==> src/rtl/serial_digit_adder_if.sv <==
// Operand/result handshake bundle for serial_digit_adder.
// The producer and consumer sides are both driven from the master modport.
interface serial_digit_adder_if #(
   parameter int WIDTH = 16
);
   logic             in_valid;
   logic             in_ready;
   logic [WIDTH-1:0] a;
   logic [WIDTH-1:0] b;
   logic             cin;
   logic             out_valid;
   logic             out_ready;
   logic [WIDTH-1:0] sum;
   logic             cout;
   logic             ovf;

   modport master (
      output in_valid, a, b, cin, out_ready,
      input  in_ready, out_valid, sum, cout, ovf
   );

   modport slave (
      input  in_valid, a, b, cin, out_ready,
      output in_ready, out_valid, sum, cout, ovf
   );
endinterface

==> src/rtl/serial_digit_adder.sv <==
// Multi-cycle adder: WIDTH-bit A+B+CIN, DIGIT bits per clock, with a registered ripple carry.
// All outputs are registered, and the result is published only after the final digit.
module serial_digit_adder #(
   parameter int WIDTH = 16,
   parameter int DIGIT = 4
) (
   input logic                clk,
   input logic                rst_n,
   serial_digit_adder_if.slave bus
);
   localparam int STEPS = WIDTH / DIGIT;
   localparam int CW    = (STEPS > 1) ? $clog2(STEPS) : 1;

   generate
      if (WIDTH < 1 || DIGIT < 1 || (WIDTH % DIGIT) != 0) begin : g_bad_param
         $error("serial_digit_adder: DIGIT must divide WIDTH exactly");
      end
   endgenerate

   typedef enum logic [1:0] {IDLE, RUN, DONE} state_t;

   state_t           state;
   logic [WIDTH-1:0] a_l, b_l, acc, acc_nxt;
   logic             carry;
   logic [CW-1:0]    cnt;
   logic [DIGIT:0]   dsum;
   logic             last;

   always_comb begin
      dsum = {1'b0, a_l[cnt*DIGIT +: DIGIT]} + {1'b0, b_l[cnt*DIGIT +: DIGIT]}
           + {{DIGIT{1'b0}}, carry};
      acc_nxt = acc;
      acc_nxt[cnt*DIGIT +: DIGIT] = dsum[DIGIT-1:0];
   end

   assign last = (cnt == CW'(STEPS - 1));

   always_ff @(posedge clk or negedge rst_n) begin
      if (!rst_n) begin
         state         <= IDLE;
         a_l           <= '0;
         b_l           <= '0;
         acc           <= '0;
         carry         <= 1'b0;
         cnt           <= '0;
         bus.in_ready  <= 1'b0;
         bus.out_valid <= 1'b0;
         bus.sum       <= '0;
         bus.cout      <= 1'b0;
         bus.ovf       <= 1'b0;
      end else begin
         case (state)
            IDLE: begin
               // in_ready comes up one edge after reset release, before any accept
               if (!bus.in_ready) begin
                  bus.in_ready <= 1'b1;
               end else if (bus.in_valid) begin
                  a_l          <= bus.a;
                  b_l          <= bus.b;
                  carry        <= bus.cin;
                  cnt          <= '0;
                  acc          <= '0;
                  bus.in_ready <= 1'b0;
                  state        <= RUN;
               end
            end
            RUN: begin
               acc   <= acc_nxt;
               carry <= dsum[DIGIT];
               if (last) begin
                  bus.sum       <= acc_nxt;
                  bus.cout      <= dsum[DIGIT];
                  // top digit's MSB is the sum MSB, so this is carry-in vs carry-out of bit WIDTH-1
                  bus.ovf       <= (a_l[WIDTH-1] == b_l[WIDTH-1]) && (dsum[DIGIT-1] != a_l[WIDTH-1]);
                  bus.out_valid <= 1'b1;
                  state         <= DONE;
               end else begin
                  cnt <= cnt + 1'b1;
               end
            end
            DONE: begin
               if (bus.out_ready) begin
                  bus.out_valid <= 1'b0;
                  bus.in_ready  <= 1'b1;
                  state         <= IDLE;
               end
            end
            default: state <= IDLE;
         endcase
      end
   end
endmodule

==> src/flat_wrapper.sv <==
// flat-port wrapper written by rule: the top's interface ports become plain ports
module serial_digit_adder_flat 
#(
   parameter int WIDTH = 16,
   parameter int DIGIT = 4
)
  (clk, rst_n, bus_in_valid, bus_a, bus_b, bus_cin, bus_out_ready, bus_in_ready, bus_out_valid, bus_sum, bus_cout, bus_ovf);
  serial_digit_adder_if #(.WIDTH(WIDTH)) bus_i ();
  input logic clk;
  input logic rst_n;
  input wire logic [$bits(bus_i.in_valid)-1:0] bus_in_valid;
  input wire logic [$bits(bus_i.a)-1:0] bus_a;
  input wire logic [$bits(bus_i.b)-1:0] bus_b;
  input wire logic [$bits(bus_i.cin)-1:0] bus_cin;
  input wire logic [$bits(bus_i.out_ready)-1:0] bus_out_ready;
  output wire logic [$bits(bus_i.in_ready)-1:0] bus_in_ready;
  output wire logic [$bits(bus_i.out_valid)-1:0] bus_out_valid;
  output wire logic [$bits(bus_i.sum)-1:0] bus_sum;
  output wire logic [$bits(bus_i.cout)-1:0] bus_cout;
  output wire logic [$bits(bus_i.ovf)-1:0] bus_ovf;
  assign bus_i.in_valid = bus_in_valid;
  assign bus_i.a = bus_a;
  assign bus_i.b = bus_b;
  assign bus_i.cin = bus_cin;
  assign bus_i.out_ready = bus_out_ready;
  assign bus_in_ready = bus_i.in_ready;
  assign bus_out_valid = bus_i.out_valid;
  assign bus_sum = bus_i.sum;
  assign bus_cout = bus_i.cout;
  assign bus_ovf = bus_i.ovf;
  serial_digit_adder #(.WIDTH(WIDTH), .DIGIT(DIGIT)) u_core (.clk(clk), .rst_n(rst_n), .bus(bus_i));
endmodule
==> config.mk <==
export PLATFORM = sky130hd
export DESIGN_NAME = serial_digit_adder_flat
export DESIGN_NICKNAME = d
export VERILOG_FILES = /design/src/rtl/serial_digit_adder_if.sv /design/src/rtl/serial_digit_adder.sv /design/src/flat_wrapper.sv
export SDC_FILE = /design/constraint.sdc
export NUM_CORES = 1
export LEC_CHECK = 0
export BUFFER_PORTS_ARGS = -buffer_cell sky130_fd_sc_hd__buf_2
export CORE_MARGIN = 10
export CORE_UTILIZATION = 60
export CTS_CLUSTER_SIZE = 28
export DETAILED_ROUTE_END_ITERATION = 8
export GPL_TIMING_DRIVEN = 0
export PLACE_DENSITY = 0.82
export SLEW_MARGIN = 20
export SYNTH_ARGS = -nofsm -noshare
export SYNTH_HDL_FRONTEND = slang
export SYNTH_SLANG_ARGS = --single-unit
==> constraint.sdc <==
create_clock -name clk -period 5.5 [get_ports clk]
set_clock_uncertainty 0.05 [all_clocks]
set_input_delay 0.275 -clock clk [delete_from_list [all_inputs] [get_ports clk]]
set_output_delay 0.275 -clock clk [all_outputs]
set_load 0.02 [all_outputs]
# After elaboration in Yosys (flattened, before gate mapping)
# Index checks and enable logic that the tools add are counted.
# op_classes
add_sub_neg,4
n_eq_ne,10
shift,4
muxes,23
reduce_logical,12
# ops
op,count
$neg 4->34,1
$shift 4x34->16 const A,1
$shiftx 4x34->16,1
$mux 16,2
$pmux 16 s2,1
$shiftx 16x5->4,2
$bwmux 16,1
$mux 2,7
$reduce_and 3->1,3
$reduce_and 4->1,2
$mux 1,7
$ne 2x2->1 const B,3
$pmux 1 s2,3
$pmux 2 s3,1
$reduce_bool 2->1,3
$add 4x4->5,1
$add 5x1->5,1
$eq 2x2->1 const B,2
$ne 2x1->1 const B,2
$pmux 2 s2,1
$reduce_and 2->1,2
$add 2x1->2 const B,1
$eq 2x1->1 const B,1
$logic_not 2->1,1
3 further kinds,3
# word_totals
ff_bits,73

# Longest topological paths before layout
# depth
word_depth,6
ltp_mapped,10
ltp_nobuf,8

# Worst setup path after synthesis
# Ideal clock, no wire load.
# synth_timing
path_type,register to register
start,register u_core.cnt[0]
end,register u_core.bus.sum[1]
setup_time_ns,0.083
arrival_ns,2.650
path_slack_ns,2.717
path_stages_with_launch,11
period_less_slack_ns,2.783
path_cell_list,dfrtp_1 -> buf_6 -> buf_2 -> mux4_2 -> fa_1 -> inv_1 -> fa_1 -> clkbuf_1 -> nor3_1 -> a21oi_1 -> o21ai_0
# synth_via
elab_chain_len,5
elab_cells_between_ends,10
classes_between,add/sub: 3; eq/ne: 1; shift: 4; mux: 1; reduce/logical: 1
# synth_lines
item,line_no,source
from (decl),serial_digit_adder.sv:25,logic [CW-1:0] cnt;
from (signal assigned),serial_digit_adder.sv:78,cnt <= cnt + 1'b1;
$shiftx 16x5->4,serial_digit_adder.sv:30,"dsum = {1'b0, a_l[cnt*DIGIT +: DIGIT]} + {1'b0, b_l[cnt*DIGIT +: DIGIT]}"
$add 4x4->5,serial_digit_adder.sv:30,
$add 5x1->5,serial_digit_adder.sv:31,"+ {{DIGIT{1'b0}}, carry};"
$shiftx 4x34->16,serial_digit_adder.sv:33,acc_nxt[cnt*DIGIT +: DIGIT] = dsum[DIGIT-1:0];
$bwmux 16,serial_digit_adder.sv:33,
to (signal assigned),serial_digit_adder.sv:71,bus.sum <= acc_nxt;
to (decl),serial_digit_adder_if.sv:24,"output in_ready, out_valid, sum, cout, ovf"
# Several ways; a longest one is shown, not always the timed one.
# A chain may end at the register's enable or synchronous reset.

# Worst setup path in the final report
# layout_timing
start,register u_core.cnt[0]
end,register u_core.bus.sum[6]
# Same word-level chain as after synthesis.

==> impl_results.md <==
* Vias in the first global route at between 2,000 and 2,500
* Status: finished, final reports clean
* CP Launch Point: u_core.cnt[0]
* Vias at between 2,000 and 2,500
* Crit Path Class: reg2reg
* Maxcap violations at 0
* Largest net degree at the start of global routing at 57
* Area growth syn-to-layout at 18.4%
* Tot GR Track Use at between 15 and 20%
* Register bit total from synthesis at 69
* Crit share post-route at between 50% and 60%
* Nets at around 390
* Post-synth ARST share at 100%
* Post-cts sizing count at 0
* Dpl hpwl at approximately 5100 µm
* # fillers at ~380
* Critical path startpoint category: flop
* CTS tree: yes
* Gate Count Post-Synth at about 270
* Yosys warning total at 0
* Antenna Nets Post-Route at 0
* Critical Path AT at 3.34 ns
* Worst hold path startpoint: bus_cin
* DRT iter0 DRCs at 92
* Distinct cells, synth at 41
* P_leak at ~1.8 nW
* Pre-antenna DRT Iters at 4
* Syn_nets at 316
* Port bufs at 56
* Initial antenna violation count at 0
* Netlist Area Pre-Place at around 3300 µm²
* GRT Residual Overflow at 0
* Die Height at about 94 µm
* Setup Fix Bufs, Post-CTS at 0
* Clock Sink Count at 69
* Crit Path Max Fanout at 10
* PwrDens at around 720 nW/µm²
* Worst EP required at 5.69 ns
* Core area at between 5000 and 6000 µm²
* Clock latency on the worst-skew pair at around 0.34 ns
* # DRC at 0
* Row cnt at 26
* RSZ-0062 raised after global routing: no
* Peak VDD IR at between 0.3 and 0.4 mV
* Avg Synthesized Cell Area at ~12 µm²
* Layout cells sized above 1 at a little under two fifths
* CTS Buf Count at 9
* First-pass GRT wire length at 11,800 µm
* F_max at 317 MHz
* Post-synth EDFFs at 0
* Routability-driven placement congestion ratio at between 0.7 and 0.8
* Minimum clock period at ~3.2 ns
* Critical R2R Launch: u_core.cnt[0]
* Die Area at slightly below 9000 µm²
* Kind of end point of the critical path: flop
* DRT Wirelength at 7090 µm
* CTS Root Buffer Type: clkbuf_8
* Worst-Margin Slew at slightly below 0.6 ns
* Register area share after synthesis at between 50 and 60%
* Setup WS post-layout at 2.35 ns
* Hold Fails Final Rpt at 0
* Rel. slew slack at approximately three fifths
* Seq. cell area at between 1500 and 2000 µm²
* Multi-input logic area at 1350 µm²
* Initial core utilization at between 60% and 70%
* Routed wire per std cell at around 17 µm
* Top FF cell, synth: dfrtp_1
* Final TNS setup at 0 ns
* H-tree Lvls at 3
* Number of vias per cell at 5.54
* R2R Setup Slk at around 2.3 ns
* Max clock buf depth at 2
* Hold Path Class: in2reg
* Final setup viols at 0
* Hold Buf Count CTS at 1
* Die Span X at 93.7 µm
* Pre-CTS setup slack at 2.41 ns
* I/O pin cnt at between 50 and 60
* Max-slew violation count at 0
* Clk slew on worst S/H paths at ~0.07 ns
* Antenna Cells at 0
final timing paths:
path | depth (start not counted) | to
max in group asynchronous | 3 | u_core.a_l[7]
max | 10 | u_core.bus.sum[6]
max reg2reg | 10 | u_core.bus.sum[6]
min | 3 | u_core.carry
min reg2reg | 2 | u_core.bus.sum[6]
min in group asynchronous | 2 | u_core.bus.sum[7]
area by class of cell:
class | count | share of cell area [%]
multi-input cells | 162 | 34.9
inverters | 25 | 2.43
clock buffers | 11 | 3.66
flip-flops and latches | 69 | 44.7
well taps | 70 | 2.27
plain buffers | 13 | 2.43
repair buffers | 58 | 8.29
clock inverters | 5 | 1.30
stage by stage:
step	util, %	total power [mW]	area, µm²	std cells	hold WS [ns]
detailed placement	70.3	2.37	3660	396	0.0876
floorplan	-	1.97	3260	269	-0.0706
CTS	74.2	2.79	3860	413	0.0901
finish	74.2	2.78	3860	413	0.105
global placement	69.8	2.31	3630	395	0.397
global route	74.2	2.98	3860	413	0.0991
cells in the final DEF, fill, tap and decap left out, types with 8 or more instances in the layout:
cell and count:
clkbuf_8 10, nor2_1 12, dfrtp_1 69, buf_2 61, a21oi_1 11, o22ai_1 14
o21ai_0 10, mux2_2 32, mux4_2 8, ha_1 8, inv_1 24, nand2_1 21
Yosys cell counts, types with 2 or more instances:
master	n	share of area (%)
nand3_1	2	0.31
o21ai_1	4	0.61
mux2_2	32	11
clkbuf_1	2	0.23
o21ai_0	10	1.5
dfrtp_1	69	53
nand2b_1	2	0.38
a221oi_1	4	1.1
ha_1	8	3.1
o22ai_1	14	2.7
buf_2	6	0.92
buf_6	5	1.7
or3_1	3	0.58
fa_1	2	1.2
mux4_2	8	5.5
nor2_1	12	1.4
nand2_1	21	2.4
inv_1	24	2.8
a21o_1	2	0.46
a21oi_1	11	1.7
nand3b_1	3	0.69
o221ai_1	2	0.54
nor3_1	5	0.77
where the power goes:
part	switching, mW	total [mW]	internal [mW]
clock	0.182	0.400	0.219
combinational	0.876	1.49	0.619
sequential	0.133	0.886	0.752
per-layer routing:
layer | track usage (%) | wire length [µm]
met1 | 19.7 | 2950
met2 | 27.5 | 3480
met3 | 6.24 | 498
met4 | 8.48 | 160
met5 | 0 | 0
sequential cells by signal, summed over array words and instances, names as in the netlist:
name,cells
u_core.a_l,16
u_core.acc,12
u_core.b_l,16
u_core.bus.cout,1
u_core.bus.in_ready,1
u_core.bus.out_valid,1
u_core.bus.ovf,1
u_core.bus.sum,16
u_core.carry,1
u_core.cnt,2
u_core.state,2
cell families after synthesis:
| logic type | count (synthesis) | synth area share (%) |
|---|---|---|
| DFF | 69 | 52.9 |
| AOI/OAI and AO/OA | 53 | 10.1 |
| xor gates and xnor gates | 3 | 1.04 |
| adders and majority gates | 10 | 4.29 |
| buffers and inverters | 38 | 5.75 |
| and+or+nand+nor | 55 | 9.05 |
| muxes | 41 | 16.9 |
critical path, cell delays in order (launching register included):
cell and delay, ns:
dfrtp_1 0.42, buf_6 0.17, buf_2 0.31, mux4_2 0.58, fa_1 0.43, inv_1 0.08, fa_1 0.25, xor2_1 0.44
o22ai_1 0.16, nand2_1 0.09, nand2_1 0.05
(Power assumes the default switching activity.)
